**config.mk**
```make
export PLATFORM = sky130hd
export DESIGN_NAME = mul_iter
export DESIGN_NICKNAME = d
export VERILOG_FILES = /design/src/rtl/mul_iter_pkg.sv /design/src/rtl/mul_iter_adder.sv /design/src/rtl/mul_iter.sv
export SDC_FILE = /design/constraint.sdc
export NUM_CORES = 1
export LEC_CHECK = 0
export CORE_UTILIZATION = 55
export CTS_BUF_LIST = sky130_fd_sc_hd__clkbuf_4 sky130_fd_sc_hd__clkbuf_8
export DETAILED_ROUTE_END_ITERATION = 12
export GPL_TIMING_DRIVEN = 0
export PLACE_DENSITY = 0.93
export SLEW_MARGIN = 20
export SYNTH_ARGS = -nofsm -noshare
export SYNTH_HDL_FRONTEND = slang
export SYNTH_HIERARCHICAL = 1
export SYNTH_SLANG_ARGS = --single-unit
```
**constraint.sdc**
```tcl
create_clock -name clk -period 30.9 [get_ports clk]
set_input_delay 4.635 -clock clk [delete_from_list [all_inputs] [get_ports clk]]
set_output_delay 4.635 -clock clk [all_outputs]
set_load 0.01 [all_outputs]
```
**src/rtl/mul_iter_pkg.sv**
```systemverilog
// -----------------------------------------------------------------------------
// mul_iter_pkg
//   Shared definitions for the execute-cluster iterative multiplier.
//   Contents:
//     MUL_WIDTH     - default operand width of the integer multiplier
//     MUL_TAG_WIDTH - default ROB tag width carried through the unit
//     mul_state_t   - control state of the iterative multiplier
// -----------------------------------------------------------------------------
package mul_iter_pkg;

   localparam int MUL_WIDTH     = 32;
   localparam int MUL_TAG_WIDTH = 6;

   typedef enum logic [1:0] {
      IDLE = 2'd0,   // waiting for an operand pair
      BUSY = 2'd1,   // one shift-add iteration per cycle
      DONE = 2'd2    // product presented, waiting for the consumer
   } mul_state_t;

endpackage

```
**src/rtl/mul_iter_adder.sv**
```systemverilog
// -----------------------------------------------------------------------------
// adder
//   Plain ripple-carry adder used by mul_iter for the accumulate step.
//   The carry-out is not exported: the multiplier sizes the adder one bit
//   wider than the operands, so the top sum bit already holds any carry.
//   Ports:
//     a_i   [WIDTH-1:0] addend
//     b_i   [WIDTH-1:0] addend
//     sum_o [WIDTH-1:0] a_i + b_i, modulo 2**WIDTH
// -----------------------------------------------------------------------------
module adder #(
   parameter int WIDTH = 33
) (
   input  logic [WIDTH-1:0] a_i,
   input  logic [WIDTH-1:0] b_i,
   output logic [WIDTH-1:0] sum_o
);

   always_comb begin
      logic carry;
      carry = 1'b0;
      sum_o = '0;
      for (int i = 0; i < WIDTH; i++) begin
         sum_o[i] = a_i[i] ^ b_i[i] ^ carry;
         carry    = (a_i[i] & b_i[i]) | (carry & (a_i[i] ^ b_i[i]));
      end
   end

endmodule

```
**src/rtl/mul_iter.sv**
```systemverilog
// -----------------------------------------------------------------------------
// mul_iter
//   Iterative unsigned shift-add multiplier. Takes one WIDTH x WIDTH operand
//   pair through a valid/ready handshake, retires one multiplier bit per cycle
//   through a single ripple adder, and returns the exact 2*WIDTH-bit product
//   with the ROB tag it was issued with. A flush squashes any operation in
//   flight, including a finished product still waiting in DONE.
//
//   Ports:
//     clk          rising-edge clock
//     rst          asynchronous active-high reset
//     flush        synchronous squash, wins over in_valid and out_ready
//     in_valid     operand pair and tag valid
//     in_ready     unit idle and able to accept (state decode)
//     in_a         multiplicand
//     in_b         multiplier
//     in_tag       ROB tag
//     out_valid    product valid (state decode)
//     out_ready    consumer takes the product
//     out_product  a*b, registered
//     out_tag      tag of the product, registered
//
//   Latency: accept at edge N -> out_valid high after edge N+WIDTH.
// -----------------------------------------------------------------------------
module mul_iter
   import mul_iter_pkg::*;
#(
   parameter int WIDTH     = MUL_WIDTH,
   parameter int TAG_WIDTH = MUL_TAG_WIDTH
) (
   input  logic                   clk,
   input  logic                   rst,
   input  logic                   flush,
   input  logic                   in_valid,
   output logic                   in_ready,
   input  logic [WIDTH-1:0]       in_a,
   input  logic [WIDTH-1:0]       in_b,
   input  logic [TAG_WIDTH-1:0]   in_tag,
   output logic                   out_valid,
   input  logic                   out_ready,
   output logic [2*WIDTH-1:0]     out_product,
   output logic [TAG_WIDTH-1:0]   out_tag
);

   localparam int              CNT_W    = $clog2(WIDTH);
   localparam logic [CNT_W-1:0] CNT_LAST = CNT_W'(WIDTH - 1);

   mul_state_t             state_q, state_d;
   logic [WIDTH-1:0]       a_q,     a_d;
   logic [WIDTH:0]         h_q,     h_d;
   logic [WIDTH-1:0]       l_q,     l_d;
   logic [CNT_W-1:0]       cnt_q,   cnt_d;
   logic [TAG_WIDTH-1:0]   tag_q,   tag_d;

   logic [WIDTH:0]         addend;
   logic [WIDTH:0]         sum;

   // Partial product for the current multiplier bit. H never exceeds
   // 2**WIDTH-1 entering an iteration, so H + A fits in WIDTH+1 bits.
   assign addend = l_q[0] ? {1'b0, a_q} : '0;

   adder #(
      .WIDTH (WIDTH + 1)
   ) u_adder (
      .a_i   (h_q),
      .b_i   (addend),
      .sum_o (sum)
   );

   always_comb begin
      state_d = state_q;
      a_d     = a_q;
      h_d     = h_q;
      l_d     = l_q;
      cnt_d   = cnt_q;
      tag_d   = tag_q;

      unique case (state_q)
         IDLE: begin
            if (in_valid && !flush) begin
               a_d     = in_a;
               l_d     = in_b;
               h_d     = '0;
               cnt_d   = '0;
               tag_d   = in_tag;
               state_d = BUSY;
            end
         end

         BUSY: begin
            // {H, L} <= {0, sum, L} >> 1: the low sum bit becomes the next
            // product bit at the top of L while the consumed multiplier bit
            // drops out of L[0]; H[WIDTH] is left clear.
            h_d   = {1'b0, sum[WIDTH:1]};
            l_d   = {sum[0], l_q[WIDTH-1:1]};
            cnt_d = cnt_q + 1'b1;
            if (cnt_q == CNT_LAST) begin
               state_d = DONE;
            end
         end

         DONE: begin
            if (out_ready) begin
               state_d = IDLE;
            end
         end

         default: begin
            state_d = IDLE;
         end
      endcase

      // Squash overrides every transition, including a pending accept or
      // an output handshake in the same cycle.
      if (flush) begin
         state_d = IDLE;
      end
   end

   always_ff @(posedge clk or posedge rst) begin
      if (rst) begin
         state_q <= IDLE;
         a_q     <= '0;
         h_q     <= '0;
         l_q     <= '0;
         cnt_q   <= '0;
         tag_q   <= '0;
      end else begin
         state_q <= state_d;
         a_q     <= a_d;
         h_q     <= h_d;
         l_q     <= l_d;
         cnt_q   <= cnt_d;
         tag_q   <= tag_d;
      end
   end

   // Outputs come only from registers and state decode. Product and tag are
   // masked outside DONE so the bus reads zero while no result is offered.
   assign in_ready    = (state_q == IDLE);
   assign out_valid   = (state_q == DONE);
   assign out_product = out_valid ? {h_q[WIDTH-1:0], l_q} : '0;
   assign out_tag     = out_valid ? tag_q : '0;

endmodule

```
After elaboration in Yosys (flattened, before gate mapping)
Cells that the tools add are included.

operators by class
  add/sub/neg operators = 1
  $mul = 0
  div/mod/pow operators = 0
  magnitude comparators = 0
  equality and inequality tests = 7
  shift-type cells = 0
  muxes and demuxes = 14
  bitwise gates (word level) = 159
  reduce and logical (&&, ||, !) cells = 7

operators by type and width
  cell                   count
  $pmux W33 S2           1
  $mux W32               2
  $mux W64               1
  $pmux W32 S2           1
  $xor A1 B1 Y1          64
  $and A1 B1 Y1          63
  $mux W33               1
  $or A1 B1 Y1           31
  $pmux W5 S2            1
  $mux W2                4
  $mux W6                1
  $ne A3 B2 Y1 const B   2
  $pmux W2 S3            1
  $add A5 B1 Y5 const B  1
  $eq A5 B5 Y1 const B   1
  $mux W5                1
  $reduce_and A2 Y1      2
  $ne A3 B3 Y1 const B   1
  $reduce_and A3 Y1      1
  $eq A2 B1 Y1 const B   1
  $eq A2 B2 Y1 const B   1
  $logic_not A2 Y1       1
  $ne A2 B1 Y1 const B   1
  $reduce_bool A2 Y1     1
  other kinds (3)        3

storage, ports and cells
  bits in registers = 110
  latch bits = 0
  bits in writable memories = 0
  memory bits (read-only) = 0
  input port bits = 75
  output and inout bits = 72
  word-level logic and storage cells = 194
  memories = 0

Longest topological paths before layout
Gate-level depths: netlist (run 1).

  depth in word-level cells = 66
  depth in mapped cells = 39
  depth with buffers taken out = 38

By module
Netlist (run 1), hierarchy kept.

by module, submodules not included
  module    times used  cells each  area each (sq um)  seq. area each (sq um)
  mul_iter  1           628         5171.2             2727.6
  adder     1           38          675.6              0.0

Worst setup path after synthesis (run 1)
OpenSTA, ideal clock, no wires.

  path kind = flip-flop to flip-flop
  start point = register l_q[0]
  end point = register h_q[31]
  library setup time = 117 ps
  data arrival time = 12899 ps
  data required time = 30783 ps
  path slack = 17884 ps
  cell stages (with the launch flop) = 40
  buffers on the path = 1
  clock period less this slack = 13016 ps
  path through = dfrtp_1 -> clkbuf_1 -> and2_1 -> ha_1 -> fa_1 -> fa_1 -> fa_1 -> fa_1 -> fa_1 -> fa_1 -> fa_1 -> fa_1 -> fa_1 -> fa_1 -> fa_1 -> fa_1 -> fa_1 -> fa_1 -> [4 not listed] -> fa_1 -> fa_1 -> fa_1 -> fa_1 -> fa_1 -> fa_1 -> fa_1 -> fa_1 -> fa_1 -> fa_1 -> fa_1 -> fa_1 -> fa_1 -> fa_1 -> fa_1 -> xor3_1 -> nand2_1 -> nand2_1

on the way
  longest elaborated chain between the ends = 66
  elaborated cells on any way between the ends = 128
  those cells by class = mux (2); bitwise (126)

ends and longest elaborated chain
  what                         RTL line              text
  from (decl)                  mul_iter.sv:51        logic [WIDTH-1:0] l_q, l_d;
  from (signal assigned)       mul_iter.sv:132       l_q <= l_d;
  $mux W32                     mul_iter.sv:60        assign addend = l_q[0] ? {1'b0, a_q} : '0;
  via addend[0]                mul_iter.sv:55        logic [WIDTH:0] addend;
  $and A1 B1 Y1 (2 in series)  mul_iter_adder.sv:25  carry = (a_i[i] & b_i[i]) | (carry & (a_i[i] ^ b_i[i]));
  $or A1 B1 Y1                 mul_iter_adder.sv:25
  $and A1 B1 Y1                mul_iter_adder.sv:25
  $or A1 B1 Y1                 mul_iter_adder.sv:25
  $and A1 B1 Y1                mul_iter_adder.sv:25
  $or A1 B1 Y1                 mul_iter_adder.sv:25
  [51 not listed]              -
  $or A1 B1 Y1                 mul_iter_adder.sv:25
  $and A1 B1 Y1                mul_iter_adder.sv:25
  $or A1 B1 Y1                 mul_iter_adder.sv:25
  $and A1 B1 Y1                mul_iter_adder.sv:25
  $or A1 B1 Y1                 mul_iter_adder.sv:25
  $xor A1 B1 Y1                mul_iter_adder.sv:24  sum_o[i] = a_i[i] ^ b_i[i] ^ carry;
  via sum[32]                  mul_iter.sv:56        logic [WIDTH:0] sum;
  $pmux W33 S2                 mul_iter.sv:78        unique case (state_q)
  to (signal assigned)         mul_iter.sv:124       h_q <= '0;
  to (signal assigned)         mul_iter.sv:131       h_q <= h_d;
  to (decl)                    mul_iter.sv:50        logic [WIDTH:0] h_q, h_d;

The timed path passes the listed nets, and every way through them passes these cells.
A chain may end at the register's enable or synchronous reset.

Worst setup path after layout (run 1)
Same ends and word-level chain as after synthesis.

==> impl_metrics.env, run 1 <==
export IMPL_status="finished, final reports clean"
export IMPL_dp_hpwl_um=11000
export IMPL_postSynthCellCount=666
export IMPL_synth_seq_cells=109
export IMPL_powerDensity_nw_per_um2=52.3
export IMPL_ioPinCount=147
export IMPL_fmax_ghz=0.0715
export IMPL_synth_warnings=6
export IMPL_fillCellCount=749
export IMPL_synth_top_cells_by_area="dfrtp_1 47%, nand2_1 16%, and2_1 11%"
export IMPL_cts_sinks=109
export IMPL_clockRootBuffer="clkbuf_8"
export IMPL_cts_max_level=3
export IMPL_rsz0062_at_grt="no"
export IMPL_ir_drop_mv=0.0286
export IMPL_dr_pass1_iters=4
export IMPL_viasPerCell=5.27
export IMPL_fin_crit_ns=13.98
export IMPL_track_usage_pct=28.1
export IMPL_r2r_end="h_q[31]$_DFFE_PP0P_"
export IMPL_initial_utilization_pct=56.6
export IMPL_wl_per_cell_um=15.2
export IMPL_worst_ep_required_time_ns=31.17
export IMPL_multi_input_area_sq_um=2890
export IMPL_cp_common_cell="fa_1"
export IMPL_fin_crit_sh_pct=45.2
export IMPL_r2r_slack_ns=16.92
export IMPL_ant_nets=0
export IMPL_diodes=0
export IMPL_post_cts_buffers=0
export IMPL_crit_fanout=10
export IMPL_cts_hold_buf=0
export IMPL_fin_skew_ns=0.00650
export IMPL_drt_total_wl_um=14600
export IMPL_cap_violations=0
export IMPL_die_height_um=105
export IMPL_clk_insertion_delay_late_ns=0.37
export IMPL_rr_startpoint="l_q[0]$_DFFE_PP0P_"
export IMPL_die_area_sq_um=11000
export IMPL_drive_above_1_share_pct=4.10
export IMPL_hold_class="reg -> reg"
export IMPL_cp_start_kind="flip-flop"
export IMPL_hold_depth=2
export IMPL_hold_viol=0
export IMPL_total_power_uw=404
export IMPL_worstMarginPinSlew_ns=0.772
export IMPL_final_cell_mix="247 x nand2_1, 146 x clkdlybuf4s50_1, 109 x dfrtp_1"
export IMPL_route_vias_total=5090
export IMPL_min_from="tag_q[2]$_DFFE_PP0P_"
export IMPL_post_route_drc_count=0
export IMPL_gp_congestion=0.846
export IMPL_grt_pass1_wl_um=24200
export IMPL_portBuffers=146
export IMPL_area_growth_pct=32.2
export IMPL_critPathSlowestCell="dfrtp_1"
export IMPL_numCtsBuffers=9
export IMPL_syn_area_sq_um=5850
export IMPL_synth_area_per_cell_sq_um=8.78
export IMPL_path_clk_slew_ns=0.10
export IMPL_die_x_um=105
export IMPL_cts_resized=0
export IMPL_yosysSeqAreaShare_pct=46.7
export IMPL_rows=37
export IMPL_crit_type="reg -> reg"
export IMPL_nNetsFinal=934
export IMPL_hold_end="tag_q[2]$_DFFE_PP0P_"
export IMPL_first_iter_violations=280
export IMPL_p_leak_uw=0.00375
export IMPL_grt_start_max_net_pins=56
export IMPL_core_area_sq_um=10300
export IMPL_seqCellArea_sq_um=2730
export IMPL_yosysTopAreaCell="dfrtp_1"
export IMPL_final_common_cell="nand2_1"
export IMPL_synth_cell_type_count=26
export IMPL_tns_ns=0
export IMPL_setup_viol=0
export IMPL_synth_top_area_share_pct=46.7
export IMPL_first_global_vias=5217
export IMPL_worst_ep_arrival_time_ns=14.25
export IMPL_slew_violations=0
export IMPL_rr_worst_depth=39
export IMPL_gr_total_overflow=0
export IMPL_cts_tree="built"
export IMPL_clockBufferDepth=2
export IMPL_final_util_pct=74.9
export IMPL_worst_setup_path_end_kind="flip-flop"
export IMPL_slew_headroom_pct=48.3
export IMPL_critical_path_max_stage_delay_ns=0.50
export IMPL_antenna_found_initial=0
[Yosys cell counts, drive strengths merged]
library cell and count:
nand2b 1, nor2b 2, o21a 1, nor2 2, fa 31, mux2i 1, a21oi 2, inv 8
dfrtp 109, buf 20, or4b 1, ha 3, and2 102, xor3 1, nand3 101, and3 1
nor4b 1, clkbuf 26, conb 1, nor3 1, o21ai 2, a22oi 1, nand2 247, xor2 1
[registers in the layout, indices dropped and copies added, names as in the netlist]
register	flops
a_q	32
h_q	32
l_q	32
tag_q	6
cnt_q	5
state_q	2
[worst max-delay path: cells and delay by family, from the launching register on]
kind	cells	cell delay, ns
AND/OR/NAND/NOR	3	0.29
XOR/XNOR	1	0.39
buffers and inverters	3	0.36
flip-flops	1	0.50
adder cells (fa/ha/maj)	32	12.33
[worst max path at each step]
stage / from / cells after the start / slack (ns) / end
final: l_q[0]$_DFFE_PP0P_ / 39 / 16.92 / h_q[31]$_DFFE_PP0P_
after global routing: l_q[0]$_DFFE_PP0P_ / 39 / 16.47 / h_q[31]$_DFFE_PP0P_
after CTS: l_q[0]$_DFFE_PP0P_ / 39 / 16.99 / h_q[31]$_DFFE_PP0P_
after detailed placement: l_q[0]$_DFFE_PP0P_ / 39 / 17.04 / h_q[31]$_DFFE_PP0P_
after global placement: l_q[0]$_DFFE_PP0P_ / 39 / 17.32 / h_q[31]$_DFFE_PP0P_
after floorplan: l_q[0]$_DFFE_PP0P_ / 39 / 17.88 / h_q[31]$_DFFE_PP0P_
[per-layer routing]
layer	vias up	wire length [um]	track usage, %
met3	18	1010	5.80
met2	216	7410	49.4
li1	2396	-	-
met4	0	205	7.85
met1	2460	6020	35.2
met5	-	0	0
[cell families after synthesis]
| group | count (synthesis) | synth area share (%) |
|---|---|---|
| other | 1 | 0.0641 |
| flip-flops | 109 | 46.7 |
| multiplexers | 1 | 0.171 |
| XOR/XNOR | 2 | 0.556 |
| AND/OR/NAND/NOR | 459 | 36.5 |
| buffers and inverters | 54 | 4.22 |
| adder cells (fa/ha/maj) | 34 | 11.3 |
| AO/OA/AOI/OAI | 6 | 0.599 |
[where the power goes]
| group | switching [uW] | internal (uW) |
|---|---|---|
| clock network | 48.0 | 40.8 |
| logic | 53.9 | 47.5 |
| registers | 34.3 | 180 |
| total | 136 | 268 |
[stage by stage]
stage | cell area [sq um] | std cells | hold WS (ns) | setup WS, ns
after floorplan | 5850 | 667 | 0.437 | 17.88
after global placement | 7480 | 949 | 0.450 | 17.32
after detailed placement | 7510 | 950 | 0.456 | 17.04
after CTS | 7720 | 966 | 0.479 | 16.99
after global routing | 7730 | 966 | 0.497 | 16.47
final | 7730 | 966 | 0.478 | 16.92
[layout make-up]
class | instances | share of cell area [%]
clock inverter | 5 | 0.761
clock buffer | 11 | 1.88
sequential | 109 | 35.3
buffer | 46 | 2.80
multi-input combinational | 504 | 37.3
tap | 136 | 2.20
inverter | 8 | 0.453
timing repair buffer | 147 | 19.3
(Power assumes the default switching activity.)
==> run 2, diff against run 1 <==
Settings changed: CORE_UTILIZATION 55 to 46, PLACE_DENSITY 0.93 to 0.84.
Clock period 30.9 ns to 12.25 ns, I/O delays scaled along.
==> run 2 against run 1 <==
Against the previous run:
- power up 150%
- combinational power rose to 2.5 times the previous value
- clock power up 130%
- hold slack worse by 0.0098 ns
- first-iteration DRC count up 8.6%
- critical path type unchanged
- critical endpoint unchanged
- largest cell class unchanged
==> impl_metrics.env, run 2 (synthesized netlist as in run 1, its figures left out) <==
export IMPL_powerDensity_nw_per_um2=128
export IMPL_numCtsBuffers=9
export IMPL_final_cell_mix="247 x nand2_1, 146 x clkdlybuf4s50_1, 108 x dfrtp_1"
export IMPL_dp_hpwl_um=10400
export IMPL_drive_above_1_share_pct=8.07
export IMPL_initial_utilization_pct=47.9
export IMPL_wl_per_cell_um=14.5
export IMPL_rows=40
export IMPL_fin_hold_ws_ns=0.469
export IMPL_die_x_um=115
export IMPL_clockRootBuffer="clkbuf_8"
export IMPL_rsz0062_at_grt="yes"
export IMPL_portBuffers=146
export IMPL_clk_insertion_delay_late_ns=0.39
export IMPL_fin_skew_ns=0.0149
export IMPL_cts_hold_buf=0
export IMPL_crit_fanout=3
export IMPL_hold_end="a_q[18]$_DFFE_PP0P_"
export IMPL_rr_worst_depth=38
export IMPL_fin_crit_sh_pct=99.0
export IMPL_preCtsSetupSlack_ns=-0.592
export IMPL_viasPerCell=4.92
export IMPL_rr_startpoint="l_q[0]$_DFFE_PP0P_"
export IMPL_first_iter_violations=304
export IMPL_first_global_vias=4851
export IMPL_die_area_sq_um=13200
export IMPL_hold_depth=2
export IMPL_ioPinCount=147
export IMPL_cts_max_level=3
export IMPL_crit_type="reg -> reg"
export IMPL_cp_start_kind="flip-flop"
export IMPL_p_leak_uw=0.00368
export IMPL_reg_top3="a_q: 32 flops, h_q: 32 flops, l_q: 32 flops"
export IMPL_critPathSlowestCell="dfrtp_2"
export IMPL_r2r_end="h_q[31]$_DFFE_PP0P_"
export IMPL_antenna_found_initial=0
export IMPL_cap_violations=0
export IMPL_final_common_cell="nand2_1"
export IMPL_ant_nets=0
export IMPL_grt_pass1_wl_um=24000
export IMPL_post_route_drc_count=0
export IMPL_min_from="a_q[18]$_DFFE_PP0P_"
export IMPL_worst_setup_path_end_kind="flip-flop"
export IMPL_critical_path_max_stage_delay_ns=0.45
export IMPL_fin_crit_ns=12.12
export IMPL_hold_viol=0
export IMPL_drt_total_wl_um=14400
export IMPL_stdcell_area_sq_um=7830
export IMPL_final_util_pct=64.1
export IMPL_track_usage_pct=23.8
export IMPL_place_area_sq_um=7600
export IMPL_dr_pass1_iters=4
export IMPL_nNetsFinal=935
export IMPL_core_area_sq_um=12200
export IMPL_ir_drop_mv=0.0688
export IMPL_status="finished, final reports clean"
export IMPL_grt_start_max_net_pins=73
export IMPL_cts_tree="built"
export IMPL_hold_class="reg -> reg"
export IMPL_diodes=0
export IMPL_worst_ep_arrival_time_ns=12.41
export IMPL_worst_ep_required_time_ns=12.54
export IMPL_tns_ns=0
export IMPL_fmax_ghz=0.0825
export IMPL_clockBufferDepth=2
export IMPL_area_growth_pct=33.8
export IMPL_die_height_um=115
export IMPL_slew_headroom_pct=32.9
export IMPL_setup_slack_ns=0.126
export IMPL_gr_total_overflow=0
export IMPL_cp_common_cell="fa_2"
export IMPL_gp_congestion=0.817
export IMPL_cts_sinks=109
export IMPL_route_vias_total=4907
export IMPL_setup_viol=0
export IMPL_worstMarginPinSlew_ns=1.00
export IMPL_r2r_slack_ns=0.13
export IMPL_path_clk_slew_ns=0.10
export IMPL_slew_violations=0
run 2: worst max path at each step:
stage | from | endpoint | slack (ns) | cells after the start
2_1_floorplan | l_q[0]$_DFFE_PP0P_ | h_q[31]$_DFFE_PP0P_ | 0.01 | 39
3_3_place_gp | l_q[0]$_DFFE_PP0P_ | h_q[31]$_DFFE_PP0P_ | -0.46 | 39
3_5_place_dp | l_q[0]$_DFFE_PP0P_ | h_q[31]$_DFFE_PP0P_ | -0.59 | 39
4_1_cts | l_q[0]$_DFFE_PP0P_ | h_q[31]$_DFFE_PP0P_ | 0.008 | 38
5_1_grt | l_q[0]$_DFFE_PP0P_ | h_q[31]$_DFFE_PP0P_ | -0.17 | 38
6_report | l_q[0]$_DFFE_PP0P_ | h_q[31]$_DFFE_PP0P_ | 0.13 | 38
run 2: final cells by class:
class	count	area, sq um
tap	168	210
fill	1036	4390
clock buffer	12	159
timing repair buffer	149	1500
inverter	8	35.0
buffer	45	213
clock inverter	3	21.3
multi-input combinational	504	2950
sequential	109	2730
run 2: per-layer routing:
metal	track usage [%]	share of wire, %
met5	0	0
met4	7.01	2.1
met3	6.38	5.1
met2	38.6	48
met1	31.7	45
run 2: report_power, final:
part,internal (uW),leakage [uW],switching (uW)
logic,124,0.00221,131
registers,454,0.00138,85.9
clock network,86.4,0.0000919,120
run 2: what timing repair did:
| item | 4_1_cts | 5_1_grt |
|---|---|---|
| endpoints found under the setup margin | 2 | 2 |
| pin swaps | 2 | 3 |
| resized for setup | 10 | 3 |
| buffers inserted | 2 | 0 |
run 2: through the flow:
step / cells / power, uW
after floorplan: 667 / 701
after detailed placement: 982 / 797
after CTS: 998 / 1010
after global placement: 981 / 776
final: 998 / 1000
after global routing: 998 / 1080
run 2: critical path: cells and delay by family, from the launching register on:
kind,cells,cell delay [ns]
adder cells (fa/ha/maj),31,10.71
flip-flops,1,0.45
buffers and inverters,3,0.26
XOR/XNOR,1,0.36
AND/OR/NAND/NOR,3,0.26
==> run 3, diff against run 2 <==
Settings changed: CTS_CLUSTER_SIZE set to 25.
==> results of run 3 <==
Final layout, timing and power as in run 2 (identical DEF).
